**config.mk**
```make
export PLATFORM = sky130hd
export DESIGN_NAME = osd_io_sequencer
export DESIGN_NICKNAME = d
export VERILOG_FILES = /design/src/rtl/osd_pkg.sv /design/src/rtl/osd_seq_fifo.sv /design/src/rtl/osd_io_sequencer.sv
export SDC_FILE = /design/constraint.sdc
export NUM_CORES = 1
export LEC_CHECK = 0
export BUFFER_PORTS_ARGS = -buffer_cell sky130_fd_sc_hd__buf_2
export CAP_MARGIN = 10
export CELL_PAD_IN_SITES_DETAIL_PLACEMENT = 0
export CELL_PAD_IN_SITES_GLOBAL_PLACEMENT = 1
export CORE_ASPECT_RATIO = 0.6
export CORE_MARGIN = 1.5
export CORE_UTILIZATION = 50
export DETAILED_ROUTE_END_ITERATION = 16
export HOLD_SLACK_MARGIN = 0.02
export PLACE_DENSITY_LB_ADDON = 0.1
export SETUP_SLACK_MARGIN = 0.4
export SLEW_MARGIN = 20
export SYNTH_ARGS = -nofsm -noshare
export SYNTH_HDL_FRONTEND = slang
export SYNTH_SLANG_ARGS = --single-unit
```
**constraint.sdc**
```tcl
create_clock -name clk_sys -period 5.2 [get_ports clk_sys]
set_clock_uncertainty 0.2 [all_clocks]
set_input_delay 1.04 -clock clk_sys [delete_from_list [all_inputs] [get_ports clk_sys]]
set_output_delay 1.04 -clock clk_sys [all_outputs]
set_load 0.01 [all_outputs]
```
**src/rtl/osd_pkg.sv**
```systemverilog
// osd_pkg: shared state encoding and OSD command opcodes for the OSD io sequencer
package osd_pkg;
  typedef enum logic [2:0] {
    IDLE,
    SETUP,
    STB,
    GAP,
    WAIT,
    TAIL,
    DISCARD
  } osd_state_t;
  localparam logic [7:0] OSD_CMD_WRITE       = 8'h20;
  localparam logic [7:0] OSD_CMD_ENABLE      = 8'h40;
  localparam logic [7:0] OSD_CMD_MASK_WRITE  = 8'hE0;
  localparam logic [7:0] OSD_CMD_MASK_ENABLE = 8'hF0;
endpackage

```
**src/rtl/osd_seq_fifo.sv**
```systemverilog
// osd_seq_fifo: first-word-fall-through FIFO of {last, data} words with async reset
module osd_seq_fifo #(
  parameter int DEPTH = 16,
  parameter int W = 17
) (
  input  logic         clk,
  input  logic         reset,
  input  logic         push,
  input  logic         pop,
  input  logic [W-1:0] din,
  output logic [W-1:0] dout,
  output logic         full,
  output logic         empty
);
  localparam int AW = $clog2(DEPTH);
  logic [W-1:0] mem [DEPTH];
  logic [AW:0] wp, rp;
  assign full  = (wp[AW] != rp[AW]) && (wp[AW-1:0] == rp[AW-1:0]);
  assign empty = wp == rp;
  assign dout  = mem[rp[AW-1:0]];
  // storage write; the head is read combinationally so it falls through
  always_ff @(posedge clk)
    if (push) mem[wp[AW-1:0]] <= din;
  // pointers carry an extra wrap bit to tell full from empty
  always_ff @(posedge clk or posedge reset)
    if (reset) begin
      wp <= '0;
      rp <= '0;
    end else begin
      if (push) wp <= wp + 1'b1;
      if (pop) rp <= rp + 1'b1;
    end
endmodule

```
**src/rtl/osd_io_sequencer.sv**
```systemverilog
// osd_io_sequencer: serialises OSD command packets onto io_osd/io_strobe/io_din; OSD_SEQ_TIMEOUT_EN adds stall abort
module osd_io_sequencer
  import osd_pkg::*;
#(
  parameter int FIFO_DEPTH = 16,
  parameter int SETUP_CYC  = 2,
  parameter int STB_CYC    = 1,
  parameter int GAP_CYC    = 1,
  parameter int IDLE_CYC   = 2,
  parameter int TIMEOUT    = 4096
) (
  input  logic        clk_sys,
  input  logic        reset,
  input  logic        s_valid,
  output logic        s_ready,
  input  logic [15:0] s_data,
  input  logic        s_last,
  output logic        io_osd,
  output logic        io_strobe,
  output logic [15:0] io_din,
  output logic        busy,
  output logic        abort_pulse
);
  if (FIFO_DEPTH < 4 || SETUP_CYC < 1 || STB_CYC < 1 || GAP_CYC < 1 || IDLE_CYC < 1 || TIMEOUT < 2) begin : g_bad_param
    $error("osd_io_sequencer: parameter out of range");
  end
  osd_state_t state, state_n;
  logic [3:0] cnt, cnt_n, idle_cnt, idle_n;
  logic [15:0] din_n;
  logic [16:0] head;
  logic last_r, last_n, osd_n, stb_n, busy_n, rdy, push, pop, full, empty;
  assign s_ready = rdy & (~full | pop);
  assign push = s_valid & s_ready;
  osd_seq_fifo #(.DEPTH(FIFO_DEPTH), .W(17)) u_fifo (
    .clk(clk_sys), .reset(reset), .push(push), .pop(pop),
    .din({s_last, s_data}), .dout(head), .full(full), .empty(empty)
  );
`ifdef OSD_SEQ_TIMEOUT_EN
  logic [12:0] stall;
  logic abort_n;
  // stall timer only runs while starved mid-packet
  always_ff @(posedge clk_sys or posedge reset)
    if (reset) stall <= '0;
    else stall <= (state == WAIT) ? stall + 13'd1 : '0;
`else
  assign abort_pulse = 1'b0;
`endif
  // next-state and next-output logic; io_din is loaded one cycle before each strobe rises
  always_comb begin
    state_n = state;
    cnt_n = cnt;
    last_n = last_r;
    osd_n = io_osd;
    din_n = io_din;
    pop = 1'b0;
    stb_n = state == STB;
    idle_n = (!io_osd && idle_cnt != 4'hf) ? idle_cnt + 4'd1 : idle_cnt;
`ifdef OSD_SEQ_TIMEOUT_EN
    abort_n = 1'b0;
`endif
    case (state)
      IDLE:
        if (!empty && idle_cnt >= 4'(IDLE_CYC)) begin
          osd_n = 1'b1;
          din_n = head[15:0];
          state_n = (SETUP_CYC == 1) ? STB : SETUP;
          cnt_n = (SETUP_CYC == 1) ? 4'(STB_CYC - 1) : 4'(SETUP_CYC - 2);
        end
      SETUP:
        if (cnt == 4'd0) begin
          state_n = STB;
          cnt_n = 4'(STB_CYC - 1);
        end else cnt_n = cnt - 4'd1;
      STB:
        if (cnt == 4'd0) begin
          pop = 1'b1;
          last_n = head[16];
          state_n = GAP;
          cnt_n = 4'(GAP_CYC - 1);
        end else cnt_n = cnt - 4'd1;
      GAP:
        if (cnt != 4'd0) cnt_n = cnt - 4'd1;
        else if (last_r) state_n = TAIL;
        else if (!empty) begin
          state_n = STB;
          din_n = head[15:0];
          cnt_n = 4'(STB_CYC - 1);
        end else state_n = WAIT;
      WAIT:
        if (!empty) begin
          state_n = STB;
          din_n = head[15:0];
          cnt_n = 4'(STB_CYC - 1);
        end
`ifdef OSD_SEQ_TIMEOUT_EN
        else if (stall == 13'(TIMEOUT - 1)) begin
          state_n = DISCARD;
          osd_n = 1'b0;
          idle_n = 4'd0;
          abort_n = 1'b1;
        end
      DISCARD:
        if (!empty) begin
          pop = 1'b1;
          state_n = head[16] ? IDLE : DISCARD;
        end
`endif
      TAIL: begin
        osd_n = 1'b0;
        idle_n = 4'd0;
        state_n = IDLE;
      end
      default: state_n = IDLE;
    endcase
    busy_n = (state_n != IDLE) | (!empty & !pop) | push;
  end
  // state, counters and registered bus outputs
  always_ff @(posedge clk_sys or posedge reset)
    if (reset) begin
      state <= IDLE;
      cnt <= '0;
      idle_cnt <= '0;
      last_r <= 1'b0;
      rdy <= 1'b0;
      io_osd <= 1'b0;
      io_strobe <= 1'b0;
      io_din <= '0;
      busy <= 1'b0;
`ifdef OSD_SEQ_TIMEOUT_EN
      abort_pulse <= 1'b0;
`endif
    end else begin
      state <= state_n;
      cnt <= cnt_n;
      idle_cnt <= idle_n;
      last_r <= last_n;
      rdy <= 1'b1;
      io_osd <= osd_n;
      io_strobe <= stb_n;
      io_din <= din_n;
      busy <= busy_n;
`ifdef OSD_SEQ_TIMEOUT_EN
      abort_pulse <= abort_n;
`endif
    end
endmodule

```
==> results.py <==
metrics = {
    "finish": {
        "fillCellCount": 1841,
        "antennaDiodeCount": 0,
        "register_area_um2": 9224,
        "area_delta_synth_final_pct": 11.66,
        "drive_gt1_share_pct": 23.68,
        "nets": 727,
        "final_cells": 1044,
        "multiInputGateArea_um2": 3042,
    },
    "clock_network": {
        "htreeDepth": 1,
        "cts_tree": "yes",
        "cts_setup_buffers": 0,
        "postCtsHoldBufs": 0,
        "root_buffer": "clkbuf_16",
        "clk_pin_slew_ps": 70,
        "cts_buffer_depth": 3,
        "numCtsBuffers": 29,
        "ctsResizeCount": 0,
        "cts.sinks": 314,
        "clkLatencyLatePin_ps": 550,
    },
    "critical_path": {
        "slowest_stage": "and2_0",
        "path_class": "reg2out",
        "worstSetupStartpointType": "register",
        "r2r-end": "io_din[4]",
        "rr_worst_depth": 5,
        "crit_arrival_ps": 2420,
        "cp.required_ps": 3960,
        "critical_path.max_stage_delay_ps": 450,
        "end_kind": "output pin",
        "path_cells": "inv_1 -> ha_1 -> nor3b_4 -> and2_0 -> o31a_1 -> buf_2",
        "cp_num_buf_inv": 2,
        "path_max_fanout": 9,
        "r2r_setup_slack_ps": 1770,
        "critical_path.top_delay_family": "simple AND/OR/NAND/NOR gates",
        "rr_startpoint": "u_fifo.rp[0]",
    },
    "synth": {
        "postSynthCellCount": 659,
        "synth_edf_count": 272,
        "synth_top_area_share_pct": 65.46,
        "netlist_area_um2": 12480,
        "yosys_most_used_dff": "edfxtp_1",
        "synth.most_common_cell": "edfxtp_1",
        "ys_warn_count": 0,
        "yosysUniqueCellTypes": 57,
        "syn-num-nets": 687,
        "syn_avg_cell_area_um2": 18.93,
        "synth-seq-cells": 314,
        "ys_async_sr_fraction_pct": 13.38,
        "ys_seq_area_share_pct": 73.89,
        "synth_area_leaders": "edfxtp_1, mux4_2, dfrtp_1, mux2i_1, o22ai_1",
        "synthTopCellsByCount": "edfxtp_1, mux4_2, dfrtp_1",
        "synth_top_area_cell": "edfxtp_1",
    },
    "global_routing": {
        "grt_pass1_wl_um": 41590,
        "grt_max_degree": 57,
        "antenna_found_initial": 1,
        "grt_pass1_vias": 6286,
        "gr-usage-all-layers_pct": 22.45,
        "overflow": 0,
    },
    "worst_hold_path": {
        "hold_path.class": "reg2reg",
        "hold_end": "io_din[10]",
        "min_from": "io_din[10]",
        "whs_path_depth": 1,
    },
    "placed_design": {
        "dp.cells": 990,
        "gp_congestion": 0.8253,
        "io_buffers": 39,
        "place_hpwl_um": 17310,
    },
    "timing": {
        "timing.final.crit_share_pct": 70.31,
        "hold_viol": 0,
        "setup_tns_ps": 0,
        "worst_pin_slew_ps": 1038,
        "fmax_mhz": 273.5,
        "fin_crit_ps": 3656,
        "rsz0062_at_grt": "false",
        "slew_violations": 0,
        "relSlewSlack_pct": 30.71,
        "finalSetupViolCount": 0,
    },
    "floorplan": {
        "initial_core_util_pct": 51.28,
        "pin_count": 41,
        "die_w_um": 206.9,
        "die_y_um": 125.4,
        "die_area_um2": 25940,
        "row_count": 44,
        "core_area_um2": 24330,
    },
    "job": {
        "cap_violations": 0,
    },
    "detailed_routing": {
        "ant_nets": 0,
        "drt_iter0_drc": 689,
        "post_drt_wl_per_cell_um": 26.69,
        "firstDrtPassIters": 5,
        "routed_wirelength_um": 27860,
        "num_vias": 6309,
        "viasPerCell": 6.043,
        "drc_errors": 0,
    },
    "run_status": {
        "status": "complete, no violations",
    },
    "power_and_ir_drop": {
        "p_per_area_nw_per_um2": 549.7,
        "peakVddDrop_v": 0.0003032,
        "cellLeakagePower_uw": 0.004616,
    },
}
==> metal layers <==
layer / vias to the layer above / GRT usage, % / share of wire (%)
met1: 3344 / 37.84 / 50
li1: 2735 / - / -
met2: 207 / 30.00 / 41
met5: - / 0 / 0
met4: 0 / 3.132 / 1.0
met3: 23 / 5.396 / 7.4
==> how the worst max path moves through the flow <==
stage / startpoint / endpoint / cells after the start
after floorplan: cnt[0] / u_fifo.mem[3][0] / 7
after global placement: u_fifo.rp[0] / u_fifo.mem[1][10] / 5
after detailed placement: u_fifo.rp[0] / io_din[4] / 5
after CTS: u_fifo.rp[0] / s_ready / 4
after global routing: cnt[0] / s_ready / 6
final: cnt[0] / s_ready / 6
==> layout make-up <==
cell class,count,area share [%]
timing repair buffer,47,1.886
tap,322,2.892
multi-input combinational,298,21.83
sequential,314,66.21
clock inverter,20,1.590
inverter,9,0.2515
clock buffer,34,5.344
==> power by group <==
group          switching, uW  leakage [uW]  internal (uW)
Sequential               290       0.00294           2990
Clock                    893      0.000473           1270
Combinational           1270       0.00120            936
Total                   2460       0.00462           5200
==> sequential cells by signal (all words and copies together) (netlist names) <==
name / flops
io_din: 16
u_fifo.mem: 272
state: 3
io_strobe: 1
cnt: 4
u_fifo.wp: 5
rdy: 1
idle_cnt: 4
io_osd: 1
last_r: 1
busy: 1
u_fifo.rp: 5
==> layout by cell type, fill, tap and decap left out, types with 3 or more instances in the layout <==
cell type | Yosys | final
mux4_2 | 53 | 53
o21ai_1 | 18 | 18
nand2_2 | 4 | 4
edfxtp_1 | 272 | 272
dfrtp_1 | 42 | 40
clkbuf_1 | 16 | 5
a31oi_1 | 3 | 3
nor2_1 | 18 | 7
o22ai_1 | 34 | 34
o21a_1 | 16 | 16
buf_2 | 5 | 39
clkbuf_16 | 0 | 29
nor3b_1 | 3 | 3
mux2i_1 | 32 | 32
xnor2_1 | 15 | 15
inv_1 | 9 | 8
nand4_1 | 5 | 5
ha_1 | 8 | 8
nor2_2 | 0 | 3
bufinv_16 | 0 | 5
and2_1 | 3 | 3
clkinv_1 | 0 | 9
clkinv_2 | 0 | 5
nand2b_1 | 3 | 3
nor2_4 | 0 | 8
buf_4 | 5 | 7
a22oi_1 | 16 | 16
xor2_1 | 4 | 4
o21ai_0 | 6 | 6
nand2_1 | 16 | 16
==> kinds of logic (layout without fill, tap and decap cells) <==
family	after synthesis	count (layout)	share of synthesized area, %
flops	314	314	73.89
compound gates	108	108	5.837
mux	85	85	12.13
simple gates	76	76	3.410
buf+inv	47	110	2.537
xor+xnor	19	19	1.334
fa+ha+maj	8	8	0.8023
other cells	2	2	0.06019
==> stage by stage <==
| step | setup slack, ps | hold WS, ps | util [%] | instance area [um2] | total power, uW |
|---|---|---|---|---|---|
| CTS | 1516 | 295.4 | 57.15 | 13910 | 7700 |
| global placement | 1543 | 275.0 | 53.00 | 12900 | 5514 |
| detailed placement | 1693 | 278.5 | 53.18 | 12940 | 5545 |
| finish | 1544 | 291.2 | 57.26 | 13930 | 7658 |
| floorplan | 1846 | 266.8 | - | 12480 | 4930 |
| global route | 1359 | 318.1 | 57.26 | 13930 | 8021 |
No activity file was read; power rests on OpenSTA's default activity.
